<file path="src/rtl/alu_pipe.sv">
// Two-stage pipelined ALU with valid/ready handshakes on both sides.
// S1 registers the operands; S2 computes and holds the result/flags.
module alu_pipe #(
    parameter int WIDTH = 8,
    parameter int CNT_W = 16
) (
    input  logic             clk,
    input  logic             rst,
    input  logic             in_valid,
    output logic             in_ready,
    input  logic [WIDTH-1:0] in_a,
    input  logic [WIDTH-1:0] in_b,
    input  logic [3:0]       in_op,
    output logic             out_valid,
    input  logic             out_ready,
    output logic [WIDTH-1:0] out_result,
    output logic [3:0]       out_flags,
    output logic             out_dz,
    output logic [CNT_W-1:0] op_count
);

    typedef enum logic [3:0] {
        OP_ADD, OP_SUB, OP_MUL, OP_DIV,
        OP_SHL, OP_SHR, OP_ROL, OP_ROR,
        OP_AND, OP_OR, OP_XOR, OP_NOR,
        OP_NAND, OP_XNOR, OP_GT, OP_EQ
    } op_e;

    localparam int W = WIDTH;

    logic         s1_valid;
    logic [W-1:0] s1_a;
    logic [W-1:0] s1_b;
    op_e          s1_op;
    logic         s2_valid;
    logic         s1_adv;
    logic         s2_adv;

    logic [W:0]     sum;
    logic [W:0]     dif;
    logic [2*W-1:0] prod;
    logic [W-1:0]   quo;
    logic [W-1:0]   res;
    logic           c;
    logic           v;
    logic           dz;
    logic           msb;

    assign s2_adv    = !s2_valid || out_ready;
    assign s1_adv    = !s1_valid || s2_adv;
    assign in_ready  = s1_adv;
    assign out_valid = s2_valid;

    assign msb  = s1_a[W-1];
    assign sum  = {1'b0, s1_a} + {1'b0, s1_b};
    assign dif  = {1'b0, s1_a} - {1'b0, s1_b};
    assign prod = {{W{1'b0}}, s1_a} * {{W{1'b0}}, s1_b};
    assign quo  = (s1_b == '0) ? '0 : s1_a / s1_b;

    always_comb begin
        res = '0;
        c   = 1'b0;
        v   = 1'b0;
        dz  = 1'b0;
        unique case (s1_op)
            OP_ADD: begin
                res = sum[W-1:0];
                c   = sum[W];
                v   = (msb == s1_b[W-1]) && (res[W-1] != msb);
            end
            OP_SUB: begin
                res = dif[W-1:0];
                c   = dif[W];
                v   = (msb != s1_b[W-1]) && (res[W-1] != msb);
            end
            OP_MUL: begin
                res = prod[W-1:0];
                c   = |prod[2*W-1:W];
            end
            OP_DIV: begin
                res = quo;
                dz  = (s1_b == '0);
            end
            OP_SHL: begin
                res = {s1_a[W-2:0], 1'b0};
                c   = msb;
            end
            OP_SHR: begin
                res = {1'b0, s1_a[W-1:1]};
                c   = s1_a[0];
            end
            OP_ROL:  res = {s1_a[W-2:0], msb};
            OP_ROR:  res = {s1_a[0], s1_a[W-1:1]};
            OP_AND:  res = s1_a & s1_b;
            OP_OR:   res = s1_a | s1_b;
            OP_XOR:  res = s1_a ^ s1_b;
            OP_NOR:  res = ~(s1_a | s1_b);
            OP_NAND: res = ~(s1_a & s1_b);
            OP_XNOR: res = ~(s1_a ^ s1_b);
            OP_GT:   res = {{(W-1){1'b0}}, s1_a > s1_b};
            OP_EQ:   res = {{(W-1){1'b0}}, s1_a == s1_b};
        endcase
    end

    always_ff @(posedge clk or posedge rst) begin
        if (rst) begin
            s1_valid <= 1'b0;
            s1_a     <= '0;
            s1_b     <= '0;
            s1_op    <= OP_ADD;
        end else if (s1_adv) begin
            s1_valid <= in_valid;
            if (in_valid) begin
                s1_a  <= in_a;
                s1_b  <= in_b;
                s1_op <= op_e'(in_op);
            end
        end
    end

    // S2 only reloads when it advances, so a stalled result holds.
    always_ff @(posedge clk or posedge rst) begin
        if (rst) begin
            s2_valid   <= 1'b0;
            out_result <= '0;
            out_flags  <= '0;
            out_dz     <= 1'b0;
        end else if (s2_adv) begin
            s2_valid <= s1_valid;
            if (s1_valid) begin
                out_result <= res;
                out_flags  <= {res[W-1], v, c, res == '0};
                out_dz     <= dz;
            end
        end
    end

    always_ff @(posedge clk or posedge rst) begin
        if (rst) begin
            op_count <= '0;
        end else if (s2_valid && out_ready) begin
            op_count <= op_count + {{(CNT_W-1){1'b0}}, 1'b1};
        end
    end

endmodule

</file>
<file path="config.mk">
export PLATFORM = sky130hd
export DESIGN_NAME = alu_pipe
export DESIGN_NICKNAME = d
export VERILOG_FILES = /design/src/rtl/alu_pipe.sv
export SDC_FILE = /design/constraint.sdc
export NUM_CORES = 1
export LEC_CHECK = 0
export CAP_MARGIN = 20
export CELL_PAD_IN_SITES_DETAIL_PLACEMENT = 1
export CELL_PAD_IN_SITES_GLOBAL_PLACEMENT = 1
export CORE_AREA = 3 3 125 139
export DETAILED_ROUTE_END_ITERATION = 8
export DIE_AREA = 0 0 128 142
export PLACE_DENSITY = 0.86
export SYNTH_ARGS = -nofsm -noshare
export SYNTH_HDL_FRONTEND = slang
export SYNTH_SLANG_ARGS = --single-unit
</file>
<file path="constraint.sdc">
create_clock -name clk -period 12.1 [get_ports clk]
set_input_delay 2.42 -clock clk [delete_from_list [all_inputs] [get_ports clk]]
set_output_delay 2.42 -clock clk [all_outputs]
set_load 0.03 [all_outputs]
</file>
---- After elaboration in Yosys (flattened, before gate mapping) ----
Cells that the tools add are included.
word-level totals
  register bits ........................... 51
  input port bits ......................... 24
  output and inout bits ................... 31
  logic and storage cells ................. 59
cells by class
  add/sub/neg operators ................... 3
  multiply operators ...................... 1
  divide/modulo/power cells ............... 1
  $lt $le $gt $ge ......................... 1
  eq/ne operators ......................... 20
  multiplexer cells ....................... 5
  bitwise logic cells ..................... 6
  reduce and logical (&&, ||, !) cells .... 13
operator list
  kind                                                 count
  one-hot mux 8 bit (16 select lines)                  1
  equality test 4 bit, second input constant           8
  NOT 8 bit                                            3
  adder 16 x 1 -> 16 bit, second input constant        1
  equality test 4 x 3 -> 1 bit, second input constant  4
  logical NOT 8 bit                                    2
  multiplier 8 x 8 -> 16 bit                           1
  adder 8 x 8 -> 9 bit                                 1
  subtractor 8 x 8 -> 9 bit                            1
  bitwise AND 8 bit                                    1
  divider 8 x 8 -> 8 bit                               1
  equality test 4 x 2 -> 1 bit, second input constant  2
  equality test 8 bit                                  1
  greater-than comparator 8 bit                        1
  2-to-1 mux 8 bit                                     1
  OR 8 bit                                             1
  OR reduction 8 bit                                   1
  XOR 8 bit                                            1
  one-hot mux 1 bit (5 select lines)                   1
  equality test 4 x 1 -> 1 bit, second input constant  1
  logical NOT 4 bit                                    1
  AND reduction 2 bit                                  2
  logical AND 1 bit                                    3
  inequality test 1 bit                                3
  5 further kinds                                      7

---- Logic depth before layout (Yosys ltp) ----
  word-level depth ........................ 4
  mapped depth ............................ 47
  gate-level depth less buffers ........... 46

---- Worst setup path after synthesis ----
Ideal clock, no wire load.
  path type ............................... register to register
  start ................................... register s1_b[7]
  end ..................................... register out_flags[0]
  arrival time ............................ 10519 ps
  required time ........................... 12005 ps
  setup slack ............................. 1486 ps
  stages on the path, launching flop included .. 44
  clock period less this slack ............ 10614 ps
  cell sequence ........................... dfrtp_1 -> buf_6 -> or4_4 -> nor3_1 -> a21oi_1 -> a21oi_1 -> ha_1 -> nor4b_1 -> o21a_1 -> nor3_1 -> ha_1 -> a21oi_1 -> a211oi_4 -> and3_2 -> or2_2 -> ha_1 -> o211ai_1 -> a21boi_0 -> (+8 left out) -> nor3_1 -> a211oi_1 -> a41oi_2 -> mux2_2 -> ha_1 -> or2_2 -> a21oi_1 -> a211oi_1 -> or2_2 -> mux2_2 -> ha_1 -> a21oi_1 -> nand2_1 -> a41oi_1 -> o21ai_0 -> a2111oi_0 -> o211ai_1 -> o31ai_1
on the way
  word-level cells in the longest chain between the ends .. 4
  elaborated cells between the ends (all ways) .. 16
RTL lines
  item                                                  line  source
  from (decl)                                           33    logic [W-1:0] s1_b;
  from (signal assigned)                                115   s1_b <= in_b;
  divider 8 x 8 -> 8 bit, or another cell as far along  58    assign quo = (s1_b == '0) ? '0 : s1_a / s1_b;
  2-to-1 mux 8 bit, or another cell as far along        58
  one-hot mux 8 bit (16 select lines) (*)               65    unique case (s1_op)
  logical NOT 8 bit (*)                                 132   out_flags <= {res[W-1], v, c, res == '0};
  to (signal assigned)                                  132
  to (decl)                                             17    output logic [3:0] out_flags,
Every way passes the cells marked *; elsewhere a longest branch is shown, timed or not.
A chain may end at the register's enable or synchronous reset.

---- Final worst setup path ----
Ends and elaborated chain as after synthesis.

==> flow_metrics.env <==
export IMPL_hold_end="out_result[1]"
export IMPL_hold_violations=0
export IMPL_drv_cap=0
export IMPL_core_area_um2=16200
export IMPL_cts_buffers=5
export IMPL_synth_avg_cell_area_um2=8.45
export IMPL_synthTopCellsByArea="dfrtp_1 (17%), ha_1 (17%), fa_1 (10%)"
export IMPL_die_h_um=142
export IMPL_gp_congestion=0.961
export IMPL_drt_pass1_iterations=5
export IMPL_wirelength_um=25100
export IMPL_synth_edf_count=0
export IMPL_grt_max_degree=51
export IMPL_ios=55
export IMPL_p_leak_nw=3.73
export IMPL_power_mw=1.92
export IMPL_setup_viol=0
export IMPL_setup_worst_path_class="register to register"
export IMPL_areaGrowthSynthToFinish_pct=12.8
export IMPL_grt_ovfl_total=0
export IMPL_netlist_top_cells_count="ha_1 (100), nor2_1 (78), inv_1 (77)"
export IMPL_slowest_delay_ps=630
export IMPL_rrSetupSlack_ps=790
export IMPL_clk_pin_slew_ps=80
export IMPL_drc=0
export IMPL_fmax_mhz=88.5
export IMPL_reg2reg_from="s1_b[7]"
export IMPL_post_place_cells=1103
export IMPL_drive_gt1_share_pct=8.26
export IMPL_maxSlewViolCount=0
export IMPL_antenna_found_initial=0
export IMPL_insertion_delay_ps=310
export IMPL_row_count=49
export IMPL_dp_hpwl_um=19700
export IMPL_syn_inst=867
export IMPL_post_dp_cell_area_um2=8060
export IMPL_status="completed"
export IMPL_h_tree_depth=2
export IMPL_slowest_stage="or4_4"
export IMPL_place_ws_ps=296
export IMPL_syn_nets=1029
export IMPL_synth_top_cell_by_area="dfrtp_1"
export IMPL_syn_area_um2=7330
export IMPL_grt_usage_pct=27.8
export IMPL_clockRootBuffer="clkbuf_16"
export IMPL_n_antenna_cell=0
export IMPL_initial_core_util_pct=45.3
export IMPL_fin_worst_skew_ps=13.3
export IMPL_cp_start_kind="register"
export IMPL_drtIter0Drc=659
export IMPL_cp_required_ps=12320
export IMPL_dieArea_um2=18200
export IMPL_port_buffers=54
export IMPL_antenna_left=0
export IMPL_yosysSeqAreaShare_pct=17.1
export IMPL_r2r_cells=43
export IMPL_synth_cell_type_count=75
export IMPL_grt_pass1_vias=7357
export IMPL_cts_tree="done"
export IMPL_grt_pass1_wl_um=39900
export IMPL_clk_path_buf_depth=2
export IMPL_cp_data_arrival_time_ps=11520
export IMPL_viasPerCell=6.26
export IMPL_ys_ff_latch=50
export IMPL_setup_tns_ps=0
export IMPL_final_cells=1112
export IMPL_synth_warnings=0
export IMPL_final_area_um2=8270
export IMPL_synth_top_cell_area_share_pct=17.1
export IMPL_ys_flop_type="dfrtp_1"
export IMPL_async_flop_share_pct=100
export IMPL_r2r_end="out_flags[0]"
export IMPL_power_density_nw_per_um2=233
export IMPL_yosys_cell_count_top_type="ha_1"
export IMPL_hold_path_startpoint="out_result[1]"
export IMPL_cp_max_fo=10
export IMPL_routedWlPerCell_um=22.6
export IMPL_holdPathStages=2
export IMPL_die_x_um=128
export IMPL_fin_ws_ps=794
export IMPL_clkSinkCount=50
export IMPL_peakVddDrop_v=0.000198
export IMPL_min_path_type="register to register"
export IMPL_period_share_pct=93.4
export IMPL_finalCriticalPeriod_ps=11310
export IMPL_slew_headroom_pct=28.1
export IMPL_nNetsFinal=1069
export IMPL_worst_pin_slew_ps=1080
export IMPL_cp_common_cell="ha_1"
export IMPL_worst_setup_path_end_kind="register"
export IMPL_vias=6966
where the power goes:
group	total (mW)	internal (mW)	switching [mW]
registers	0.258	0.200	0.0583
logic	1.51	0.624	0.890
clock network	0.153	0.0791	0.0737
placed cells by master, fill, tap and decap left out, types with 5 or more instances in the layout:
cell	synthesis	final
and3_1	6	6
clkbuf_16	0	5
nand3b_1	6	6
or2_2	8	8
nor4_1	6	6
a31oi_1	7	7
nand2_1	63	63
a21o_1	11	11
o211ai_1	11	11
xnor2_1	30	30
a211oi_1	11	10
nand4_1	6	6
o21ai_0	41	41
xor2_1	12	12
nor2_1	78	78
mux2_2	31	31
dfrtp_1	50	50
inv_1	77	76
or3_1	7	7
mux2i_1	13	13
o21a_1	11	11
o22ai_1	6	6
nor3_1	22	21
buf_4	1	10
o31ai_1	7	7
clkdlybuf4s50_1	0	54
ha_1	100	100
a21oi_1	56	56
nand3_1	17	17
fa_1	38	38
nand2b_1	19	19
nor2b_1	7	7
sequential cells by signal, indices dropped and copies added, names as in the netlist:
| name | flops |
|---|---|
| out_valid | 1 |
| out_flags | 3 |
| s1_a | 8 |
| s1_op | 4 |
| out_dz | 1 |
| s1_valid | 1 |
| s1_b | 8 |
| out_result | 8 |
| op_count | 16 |
critical path: cells and delay by family (launching register included):
family | cells | cell delay [ps]
adders and majority gates | 7 | 2220
AOI/OAI and AO/OA | 21 | 4180
DFF | 1 | 500
and+or+nand+nor | 10 | 2700
buffers and inverters | 1 | 190
muxes | 4 | 1400
area by class of cell:
type	count	area, um2
Sequential cell	50	1250
Fill cell	1963	7920
Timing Repair Buffer	65	636
Clock inverter	3	28.8
Inverter	79	297
Multi-Input combinational cell	706	5670
Tap cell	204	255
Clock buffer	5	125
stage by stage:
stage	hold WS, ps	utilization, %
global route	509	51.1
floorplan	501	-
detailed placement	479	49.8
global placement	465	49.8
finish	491	51.1
CTS	494	50.8
kinds of logic after synthesis:
kind of cell	synth area share [%]
mux	7.16
flops	17.1
buf+inv	5.86
xor+xnor	5.02
fa+ha+maj	27.5
compound gates	19.9
simple gates	17.5
worst max path at each step:
stage                        from  slack [ps]  cells after the start           end
after global placement    s1_b[7]        1010                     43  out_flags[0]
after floorplan           s1_b[7]        1490                     43  out_flags[0]
after CTS                 s1_b[7]         240                     43  out_flags[0]
final                     s1_b[7]         790                     43  out_flags[0]
after global routing      s1_b[7]          -4                     43  out_flags[0]
after detailed placement  s1_b[7]         300                     43  out_flags[0]
what timing repair did:
action,4_1_cts,5_1_grt
setup endpoints to repair,0,2
gates resized for setup,0,5
hold buffers,0,0
buffers inserted,0,0
per-layer routing:
metal / up-vias / routed length, um / global-route usage [%]
met4: 0 / 1260 / 13.3
met2: 279 / 12200 / 47.3
met5: - / 0 / 0
li1: 3166 / - / -
met3: 97 / 1470 / 3.75
met1: 3424 / 10200 / 34.8
No activity file was read; power rests on OpenSTA's default activity.
